<file path="src/rtl/output_buffer_reader_pkg.sv">
// rtl/output_buffer_reader_pkg.sv - shared accelerator types for the output buffer reader
package output_buffer_reader_pkg;

  typedef enum logic [1:0] {
    IDLE  = 2'd0,
    RUN   = 2'd1,
    DRAIN = 2'd2
  } obr_state_e;

endpackage

</file>
<file path="src/rtl/fifo_2entry.sv">
// rtl/fifo_2entry.sv - two-entry first-word-fall-through FIFO with occupancy count
module fifo_2entry #(
  parameter int WIDTH = 8
) (
  input  logic             clk,
  input  logic             rst_n,
  input  logic             push,
  input  logic [WIDTH-1:0] push_data,
  input  logic             pop,
  output logic [WIDTH-1:0] head,
  output logic             full,
  output logic             empty,
  output logic [1:0]       count
);

  logic [WIDTH-1:0] mem [2];
  logic             wr_ptr;
  logic             rd_ptr;
  logic [1:0]       cnt_q;
  logic             do_push;
  logic             do_pop;

  assign full    = (cnt_q == 2'd2);
  assign empty   = (cnt_q == 2'd0);
  assign count   = cnt_q;
  assign head    = mem[rd_ptr];
  assign do_pop  = pop && !empty;
  // A push into a full FIFO is only legal when the head leaves in the same cycle.
  assign do_push = push && (!full || do_pop);

  always_ff @(posedge clk or negedge rst_n) begin
    if (!rst_n) begin
      mem[0] <= '0;
      mem[1] <= '0;
      wr_ptr <= 1'b0;
      rd_ptr <= 1'b0;
      cnt_q  <= 2'd0;
    end else begin
      if (do_push) begin
        mem[wr_ptr] <= push_data;
        wr_ptr      <= ~wr_ptr;
      end
      if (do_pop) begin
        rd_ptr <= ~rd_ptr;
      end
      cnt_q <= cnt_q + {1'b0, do_push} - {1'b0, do_pop};
    end
  end

endmodule

</file>
<file path="src/rtl/output_buffer_reader.sv">
// rtl/output_buffer_reader.sv - streams every buffered pixel once per start with credit-based reads
module output_buffer_reader
  import output_buffer_reader_pkg::*;
#(
  parameter int DATA_WIDTH   = 8,
  parameter int OUT_CHANNELS = 3,
  parameter int IN_WIDTH     = 5,
  parameter int IN_HEIGHT    = 5,
  localparam int NPIX          = IN_WIDTH * IN_HEIGHT,
  localparam int RD_ADDR_WIDTH = $clog2(NPIX),
  localparam int RD_DATA_WIDTH = DATA_WIDTH * OUT_CHANNELS
) (
  input  logic                     clk,
  input  logic                     rst_n,
  input  logic                     start,
  output logic                     busy,
  output logic                     done,
  output logic                     buf_rd_en,
  output logic [RD_ADDR_WIDTH-1:0] buf_rd_addr,
  input  logic [RD_DATA_WIDTH-1:0] buf_rd_data,
  output logic [RD_DATA_WIDTH-1:0] o_data,
  output logic                     o_valid,
  input  logic                     o_ready,
  output logic                     o_last
);

  localparam logic [RD_ADDR_WIDTH-1:0] LAST_ADDR = RD_ADDR_WIDTH'(NPIX - 1);

  obr_state_e               state_q;
  obr_state_e               state_d;
  logic [RD_ADDR_WIDTH-1:0] addr_q;
  logic                     inflight_q;
  logic                     inflight_last_q;
  logic                     done_q;
  logic                     rd_en;
  logic                     pop;
  logic                     last_addr;
  logic                     issue_ok;
  logic [2:0]               committed;

  logic [RD_DATA_WIDTH:0]   fifo_head;
  logic                     fifo_full;
  logic                     fifo_empty;
  logic [1:0]               fifo_count;
  logic                     head_last;
  logic                     fifo_push;

  assign pop       = o_valid && o_ready;
  assign last_addr = (addr_q == LAST_ADDR);

  // Entries already held plus the read still in flight, minus what leaves this cycle.
  assign committed = {1'b0, fifo_count} + {2'b0, inflight_q};
  assign issue_ok  = committed < (3'd2 + {2'b0, pop});

  always_comb begin
    state_d = state_q;
    rd_en   = 1'b0;
    unique case (state_q)
      IDLE: begin
        if (start) begin
          state_d = RUN;
        end
      end
      RUN: begin
        if (issue_ok) begin
          rd_en = 1'b1;
          if (last_addr) begin
            state_d = DRAIN;
          end
        end
      end
      DRAIN: begin
        if (pop && o_last) begin
          state_d = IDLE;
        end
      end
      default: state_d = IDLE;
    endcase
  end

  always_ff @(posedge clk or negedge rst_n) begin
    if (!rst_n) begin
      state_q         <= IDLE;
      addr_q          <= '0;
      inflight_q      <= 1'b0;
      inflight_last_q <= 1'b0;
      done_q          <= 1'b0;
    end else begin
      state_q         <= state_d;
      inflight_q      <= rd_en;
      inflight_last_q <= rd_en && last_addr;
      done_q          <= (state_q == DRAIN) && pop && o_last;
      if (state_q == IDLE && start) begin
        addr_q <= '0;
      end else if (rd_en && !last_addr) begin
        addr_q <= addr_q + 1'b1;
      end
    end
  end

  // The last-pixel tag travels with its data so o_last always matches the head.
  assign fifo_push = inflight_q && (!fifo_full || pop);

  fifo_2entry #(
    .WIDTH (RD_DATA_WIDTH + 1)
  ) u_fifo (
    .clk       (clk),
    .rst_n     (rst_n),
    .push      (fifo_push),
    .push_data ({inflight_last_q, buf_rd_data}),
    .pop       (pop),
    .head      (fifo_head),
    .full      (fifo_full),
    .empty     (fifo_empty),
    .count     (fifo_count)
  );

  assign {head_last, o_data} = fifo_head;
  assign o_valid     = !fifo_empty;
  assign o_last      = head_last && !fifo_empty;
  assign busy        = (state_q != IDLE);
  assign done        = done_q;
  assign buf_rd_en   = rd_en;
  assign buf_rd_addr = addr_q;

endmodule

</file>
<file path="config.mk">
export PLATFORM = sky130hd
export DESIGN_NAME = output_buffer_reader
export DESIGN_NICKNAME = d
export VERILOG_FILES = /design/src/rtl/output_buffer_reader_pkg.sv /design/src/rtl/fifo_2entry.sv /design/src/rtl/output_buffer_reader.sv
export SDC_FILE = /design/constraint.sdc
export NUM_CORES = 1
export LEC_CHECK = 0
export CORE_UTILIZATION = 40
export DETAILED_ROUTE_END_ITERATION = 6
export PLACE_DENSITY = 0.65
export SETUP_SLACK_MARGIN = 0.3
export SYNTH_ARGS = -nofsm -noshare
export SYNTH_HDL_FRONTEND = slang
export SYNTH_SLANG_ARGS = --single-unit
</file>
<file path="constraint.sdc">
create_clock -name clk -period 3.1 [get_ports clk]
set_input_delay 0.465 -clock clk [delete_from_list [all_inputs] [get_ports clk]]
set_output_delay 0.465 -clock clk [all_outputs]
set_load 0.03 [all_outputs]
</file>
==> results of run 1 <==
[logic make-up after synthesis]
kind of cell / count (synthesis)
multiplexers: 76
AO/OA/AOI/OAI: 13
flip-flops: 64
AND/OR/NAND/NOR: 24
buffers and inverters: 17
XOR/XNOR: 4
adder cells (fa/ha/maj): 6
[metrics by stage]
step / power, mW / cells / area, um^2
3_3_place_gp: 1.25 / 357 / 3610
6_report: 2.01 / 373 / 3840
5_1_grt: 2.12 / 373 / 3840
3_5_place_dp: 1.25 / 357 / 3610
2_1_floorplan: 1.11 / 204 / 2880
4_1_cts: 2.05 / 373 / 3840
[worst max path at each step]
stage                          from  cells past startpoint   endpoint
floorplan           u_fifo.count[0]                      5  buf_rd_en
global placement            o_ready                      6  buf_rd_en
detailed placement          o_ready                      6  buf_rd_en
CTS                   u_fifo.rd_ptr                      4     o_last
global route        u_fifo.count[0]                      6  buf_rd_en
finish                u_fifo.rd_ptr                      4     o_last
[cells in the final DEF (no fill, tap or decap), types with 2 or more instances in the layout]
cell and count:
dfrtp_1 64, nand2_1 7, nand4_1 3, o31ai_1 2
o21ai_0 3, o211ai_1 2, mux2i_1 2, buf_12 2
clkdlybuf4s50_1 59, mux2_1 8, bufinv_16 2, nor2_1 6
mux2_2 66, buf_4 2, clkbuf_8 11, xnor2_1 3
inv_1 9, ha_1 6
[where the power goes]
part	leakage, nW	internal [mW]	switching, mW	total [mW]
sequential	0.872	0.856	0.0439	0.900
combinational	0.885	0.166	0.162	0.329
clock	0.112	0.492	0.291	0.783
[layout make-up]
type | count | share of cell area
flip-flops and latches | 64 | 0.417
well taps | 96 | 0.0313
inverters | 9 | 0.00880
repair buffers | 66 | 0.174
clock inverters | 3 | 0.0169
clock buffers | 12 | 0.0404
multi-input cells | 123 | 0.311
[routing by layer]
metal  global-route usage  wire [um]
met5                    0          0
met4               0.0773         56
met3               0.0408        252
met2                0.253       2510
met1                0.200       2480
[critical path, stage by stage, from the launching register on]
cell and delay, ns:
dfrtp_1 0.54, buf_12 0.23, mux2i_1 0.37, nor2_1 0.08, clkdlybuf4s50_1 0.60
[registers in the layout (all words and copies together) (netlist names)]
register	cells
buf_rd_addr	5
done	1
inflight_last_q	1
inflight_q	1
state_q	2
u_fifo.count	2
u_fifo.mem	50
u_fifo.rd_ptr	1
u_fifo.wr_ptr	1
[what timing repair did]
action | 4_1_cts | 5_1_grt
hold endpoints to repair | 1 | 0
resized for setup | 1 | 0
endpoints found under the setup margin | 1 | 0
setup buffers | 0 | 0
hold buffers | 1 | 0
==> impl_metrics.tcl, run 1 <==
set metrics [dict create \
    status "complete, no violations" \
    dp_hpwl_um 3420 \
    finClkSkew_ns 0.00767 \
    gp_congestion 0.767 \
    cp-end-kind "output port" \
    insertion_delay_ns 0.32 \
    overflow 0 \
    r2r_end "buf_rd_addr[4]" \
    hold_path_class "input port to asynchronous set/reset pin" \
    relSlewSlack 0.555 \
    numCtsBuffers 9 \
    synth_top_area_cell "dfrtp_1" \
    grt_max_degree 64 \
    grt_pass1_vias 1890 \
    die_y_um 86.9 \
    max_freq_mhz 383 \
    grt_pass1_wl_um 8930 \
    grt_setup_unrepaired "no" \
    numClockSinks 64 \
    yosysMostFrequentCell "mux2_2" \
    h-tree-depth 3 \
    period_needed_ns 2.61 \
    ff2ff_path_depth 6 \
    dieArea_um2 7550 \
    synth_warnings 0 \
    path_class "register to output port" \
    synth-simple-area-share 0.0439 \
    ys_types 32 \
    ir_drop_mv 0.313 \
    setup_viol 0 \
    r2r_setup_slack_ns 1.19 \
    power_density_nw_per_um2 524 \
    synth_async_sr_flop_share 1.00 \
    multi_input_area_um2 1190 \
    ys_seq_area_frac 0.556 \
    synthMuxAreaShare 0.296 \
    vias 1812 \
    ios 62 \
    remaining_drc_errors 0 \
    die_x_um 86.9 \
    post-place-ws_ns 0.294 \
    r2r-start "u_fifo.count[0]" \
    routedWlPerCell_um 14.2 \
    start_kind "register" \
    synth-adder-area-share 0.0261 \
    core-area_um2 6870 \
    synthCells 204 \
    ys_ff_latch 64 \
    fin_hold_ws_ns 0.468 \
    crit_fanout 21 \
    fin_ws_ns 0.487 \
    ys_top_cells_by_count "66 x mux2_2, 64 x dfrtp_1, 9 x inv_1" \
    fillers 593 \
    antenna_found_initial 0 \
    leakage_nw 1.87 \
    wl_um 5290 \
    via_per_inst 4.86 \
    period_share 0.843 \
    drv_cap 0 \
    hold_violations 0 \
    syn_area_per_cell_um2 14.1 \
    synth_top_area_frac 0.556 \
    syn_nets 238 \
    crit_required_ns 2.63 \
    num_antenna_cells 0 \
    cts_max_path_buffers 2 \
    drive_gt1_frac 0.329 \
    drv_slew 0 \
    arrival_ns 2.15 \
    synth-compound-area-share 0.0356 \
    path_clk_slew_ns 0.07 \
    synth_area_um2 2880 \
    ys.flop_type "dfrtp_1" \
    placementRows 30 \
    synth_xor_xnor_area_share 0.0122 \
    portBuffers 61 \
    area_growth_pct 33.3 \
    synth_top_family_by_area "multiplexers" \
    nets 307 \
    postLayoutCoreUtil 0.559 \
    ant_nets 0 \
    drtIter0Drc 41 \
    regArea_um2 1600 \
    synth_edf_count 0 \
    synth_top_cells_by_area "dfrtp_1 56%, mux2_2 26%, mux2_1 3.1%" \
    worst_pin_slew_ns 0.665 \
    initial_utilization 0.419 \
    track_usage 0.158 \
    fin_tns_setup_ns 0 \
    drtPass1Iterations 4 \
    cts_tree "yes" \
    cts_root_buf "clkbuf_8" \
]
Note: power is estimated with default switching activity, not from simulation.
==> inputs of run 2 (changes only) <==
clock period = 2.6 ns   (was 3.1 ns; I/O delays follow)
==> run 2 against run 1 <==
  * Clock skew shrank 0.0052 ns
  * Clock power grew 16%
  * Routed wire length down 0.60%
  * Non-clock buffer count grew 4
  * Via count up 1.9%
  * Critical endpoint is now o_data[2]
  * First-iteration DRC count is 9.8% lower
==> impl_metrics.tcl, run 2 (same netlist as run 1, synthesis figures left out) <==
set metrics [dict create \
    status "complete, no violations" \
    track_usage 0.158 \
    post-cts-setup-buffers 0 \
    vias 1847 \
    ios 62 \
    path_cells "buf_4 -> mux2_2 -> clkdlybuf4s50_1" \
    placementRows 30 \
    max_freq_mhz 450 \
    drtPass1Iterations 4 \
    die_x_um 86.9 \
    drive_gt1_frac 0.351 \
    remaining_drc_errors 0 \
    switchingPower_uw 609 \
    p_int_mw 1.77 \
    dp_hpwl_um 3540 \
    overflow 0 \
    leakage_nw 2.07 \
    finClkSkew_ns 0.00247 \
    largest_register_ffs 50 \
    nets 311 \
    seq_power_share 0.443 \
    hold_violations 0 \
    crit_fanout 10 \
    routedWlPerCell_um 13.9 \
    via_per_inst 4.89 \
    dieArea_um2 7550 \
    die_y_um 86.9 \
    crit_path_top_delay_cell "clkdlybuf4s50_1" \
    drv_slew 0 \
    drtIter0Drc 37 \
    cts_tree "yes" \
    period_needed_ns 2.22 \
    final_cell_mix "66 x mux2_2, 64 x dfrtp_1, 42 x clkdlybuf4s50_1, 13 x clkbuf_8" \
    ant_nets 0 \
    arrival_ns 1.83 \
    insertion_delay_ns 0.34 \
    portBuffers 61 \
    pwr-share-comb 0.174 \
    cts_max_path_buffers 2 \
    cp-end-kind "output port" \
    start_kind "register" \
    initial_utilization 0.419 \
    place_area_um2 3620 \
    numCtsBuffers 9 \
    fin_area_um2 3850 \
    grt_setup_unrepaired "yes" \
    core-area_um2 6870 \
    h-tree-depth 3 \
    power_density_nw_per_um2 618 \
    relSlewSlack 0.460 \
    drv_cap 0 \
    crit_required_ns 2.21 \
    final_common_cell "mux2_2" \
    path_clk_slew_ns 0.07 \
    area_growth_pct 33.6 \
    period_share 0.855 \
    grt_pass1_wl_um 8950 \
    ir_drop_mv 0.466 \
    antenna_found_initial 0 \
    grt_pass1_vias 1916 \
    wl_um 5260 \
    cts_hold_buf 0 \
    swShare 0.256 \
    cts_root_buf "clkbuf_8" \
    setup_viol 0 \
    numClockSinks 64 \
    power_frac_clock 0.383 \
    hold_path_class "input port to asynchronous set/reset pin" \
    fin_tns_setup_ns 0 \
    slowest_delay_ns 0.59 \
    worst_pin_slew_ns 0.810 \
    grt_max_degree 65 \
    path_class "register to output port" \
    top_register "u_fifo.mem" \
    gp_congestion 0.754 \
    num_antenna_cells 0 \
    power_mw 2.38 \
]
run 2: changes by cell type in the layout (fill, tap and decap cells not counted), sizes merged:
cell	previous run	this run
clkbuf	12	14
clkdlybuf4s50	59	42
dlygate4sd2	1	9
dlygate4sd3	1	0
dlymetal6s2s	0	8
bufinv	2	1
buf	5	11
run 2: routing by layer:
metal | part of all wire | vias to the layer above | GRT usage
met5 | 0 | - | 0
met1 | 0.47 | 917 | 0.198
met2 | 0.45 | 48 | 0.252
li1 | - | 873 | -
met4 | 0.022 | 0 | 0.0909
met3 | 0.058 | 9 | 0.0351
run 2: critical path: cells and delay by family (launching register included):
kind / cells / cell delay (ns)
buf+inv: 2 / 0.80
mux: 1 / 0.36
flops: 1 / 0.34
run 2: power groups by stage:
stage               logic (mW)  registers [mW]  clock network (mW)
floorplan                0.258            1.06                   0
global placement         0.420            1.07                   0
detailed placement       0.419            1.07                   0
CTS                      0.421            1.05               0.938
global route             0.461            1.06               0.979
finish                   0.415            1.05               0.910
run 2: path summary, 6_finish.rpt:
path	slack, ns	cells past startpoint	to	startpoint
hold / removal	0.22	2	u_fifo.mem[16]	rst_n
max in group asynchronous	1.85	2	u_fifo.rd_ptr	rst_n
setup reg to reg	0.72	7	buf_rd_addr[4]	u_fifo.count[0]
min in group clk	0.48	1	u_fifo.mem[36]	u_fifo.mem[36]
setup / recovery	0.38	3	o_data[2]	u_fifo.rd_ptr
hold reg to reg	0.48	1	u_fifo.mem[36]	u_fifo.mem[36]
run 2: what timing repair did:
action / in CTS / in global routing
hold endpoints to repair: 0 / 0
endpoints found under the setup margin: 10 / 9
pin swaps: 0 / 0
resized for setup: 12 / 11
run 2: per-stage QoR:
stage / setup WS [ns] / instances / hold slack (ns) / utilization
after floorplan: 0.806 / 204 / 0.0944 / -
after global placement: 0.198 / 362 / 0.467 / 0.528
after CTS: 0.294 / 378 / 0.259 / 0.558
final: 0.377 / 378 / 0.222 / 0.560
after global routing: 0.281 / 378 / 0.312 / 0.560
after detailed placement: 0.174 / 362 / 0.475 / 0.528
run 2: layout make-up:
type	count	area [um^2]
Inverter	9	33.8
Clock buffer	14	183
Sequential cell	64	1600
Timing Repair Buffer	70	677
Fill cell	584	3020
Tap cell	96	120
Clock inverter	2	35.0
Multi-Input combinational cell	123	1200
==> inputs of run 3 (changes only) <==
CTS_BUF_LIST = sky130_fd_sc_hd__clkbuf_2   (was default)
HOLD_SLACK_MARGIN = 0.05   (was default)
==> run 3 against run 2 <==
  * Clock skew grew 0.0080 ns
  * Worst setup slack gained 0.024 ns
  * Die area is the same
  * Worst hold slack lost 0.15 ns
==> impl_metrics.tcl, run 3 (same netlist as run 1, synthesis figures left out) <==
set metrics [dict create \
    drive_gt1_frac 0.363 \
    regArea_um2 1600 \
    h-tree-depth 3 \
    arrival_ns 1.81 \
    drtIter0Drc 39 \
    max_freq_mhz 455 \
    placementRows 30 \
    r2r_setup_slack_ns 0.77 \
    numClockSinks 64 \
    wl_um 5200 \
    crit_path_top_delay_cell "dfrtp_1" \
    worst_pin_slew_ns 0.809 \
    hold_path_class "input port to asynchronous set/reset pin" \
    leakage_nw 1.96 \
    ant_nets 0 \
    cp-end-kind "output port" \
    fillers 612 \
    drv_cap 0 \
    die_y_um 86.9 \
    gp_congestion 0.754 \
    cts_root_buf "clkbuf_2" \
    crit_fanout 16 \
    multi_input_area_um2 1210 \
    power_density_nw_per_um2 549 \
    slowest_delay_ns 0.37 \
    status "complete, no violations" \
    relSlewSlack 0.461 \
    dieArea_um2 7550 \
    cts_hold_buf 0 \
    remaining_drc_errors 0 \
    ff2ff_path_depth 7 \
    num_antenna_cells 0 \
    cts_tree "yes" \
    ir_drop_mv 0.313 \
    track_usage 0.156 \
    core-area_um2 6870 \
    numCtsBuffers 9 \
    r2r_end "buf_rd_addr[4]" \
    path_class "register to output port" \
    r2r-start "u_fifo.count[0]" \
    finClkSkew_ns 0.0104 \
    period_share 0.846 \
    cp_num_buf_inv 2 \
    grt_pass1_vias 1932 \
    vias 1834 \
    final_cell_mix "66 x mux2_2, 62 x dfrtp_1, 33 x clkdlybuf4s50_1, 25 x dlygate4sd2_1, 11 x buf_4" \
    initial_utilization 0.419 \
    hold_violations 0 \
    ios 62 \
    antenna_found_initial 0 \
    top_register "u_fifo.mem" \
    start_kind "register" \
    cp_top_family "buffers and inverters" \
    cts_max_path_buffers 2 \
    path_clk_slew_ns 0.17 \
    setup_viol 0 \
    routedWlPerCell_um 13.7 \
    drv_slew 0 \
    die_x_um 86.9 \
    area_growth_pct 29.5 \
    grt_setup_unrepaired "yes" \
    period_needed_ns 2.20 \
    overflow 0 \
    final_common_cell "mux2_2" \
    fin_tns_setup_ns 0 \
    fin_hold_ws_ns 0.0723 \
    grt_max_degree 65 \
    grt_pass1_wl_um 8960 \
    via_per_inst 4.83 \
    path_cells "buf_4 -> mux2_2 -> dlygate4sd2_1" \
    drtPass1Iterations 4 \
    nets 313 \
    largest_register_ffs 50 \
    portBuffers 61 \
    crit_required_ns 2.21 \
    insertion_delay_ns 0.46 \
    dp_hpwl_um 3540 \
]
-- run 3: cell types whose count changed in the layout (fill, tap and decap cells not counted), moves of 4 or more --
cell and delta:
clkbuf_2 +10, clkbuf_8 -13, clkdlybuf4s50_1 -9, clkinv_1 +4, dlygate4sd2_1 +16, dlymetal6s2s_1 -7
-- run 3: per-layer routing --
layer	track usage	wire length, um	vias up
li1	-	-	877
met1	0.197	2470	903
met2	0.256	2360	44
met3	0.0322	277	10
met4	0.0727	94	0
met5	0	0	-
-- run 3: area by class of cell --
class	count	share of cell area
Sequential cell	64	0.430
Clock buffer	10	0.0134
Multi-Input combinational cell	123	0.325
Timing Repair Buffer	72	0.177
Clock inverter	6	0.0134
Inverter	9	0.00905
Tap cell	96	0.0322
-- run 3: how the worst max path moves through the flow --
| stage | startpoint | end | slack, ns | depth (start not counted) |
|---|---|---|---|---|
| 6_report | u_fifo.rd_ptr | o_data[17] | 0.40 | 3 |
| 5_1_grt | u_fifo.count[0] | buf_rd_en | 0.29 | 6 |
| 4_1_cts | u_fifo.count[0] | buf_rd_en | 0.13 | 6 |
| 3_5_place_dp | o_ready | buf_rd_en | 0.17 | 6 |
| 3_3_place_gp | o_ready | buf_rd_en | 0.20 | 6 |
| 2_1_floorplan | u_fifo.count[0] | buf_rd_en | 0.81 | 5 |
-- run 3: power breakdown --
| group | internal [mW] | switching [mW] | leakage [nW] |
|---|---|---|---|
| clock network | 0.213 | 0.335 | 0.0659 |
| logic | 0.221 | 0.222 | 1.02 |
| registers | 1.02 | 0.0333 | 0.870 |
-- run 3: stage by stage --
step / std cells / area (um^2) / power (mW) / setup slack (ns) / util
finish: 380 / 3730 / 2.05 / 0.401 / 0.543
global route: 380 / 3730 / 2.16 / 0.293 / 0.543
CTS: 378 / 3690 / 2.05 / 0.130 / 0.538
detailed placement: 362 / 3620 / 1.49 / 0.174 / 0.528
global placement: 362 / 3620 / 1.49 / 0.198 / 0.528
floorplan: 204 / 2880 / 1.32 / 0.806 / -
-- run 3: repair_timing --
| item | 4_1_cts | 5_1_grt |
|---|---|---|
| setup buffers | 0 | 2 |
| setup endpoints to repair | 26 | 1 |
| resized for setup | 28 | 14 |
| pin swaps | 0 | 2 |
| gates cloned | 0 | 0 |
-- run 3: worst reg2reg max path, cell delays in order (launching register included) --
cell and delay [ns]:
dfrtp_2 0.46, ha_2 0.19, ha_4 0.16, nor3b_2 0.19, buf_4 0.16, nand2_1 0.08
or4_1 0.40, a21boi_1 0.15
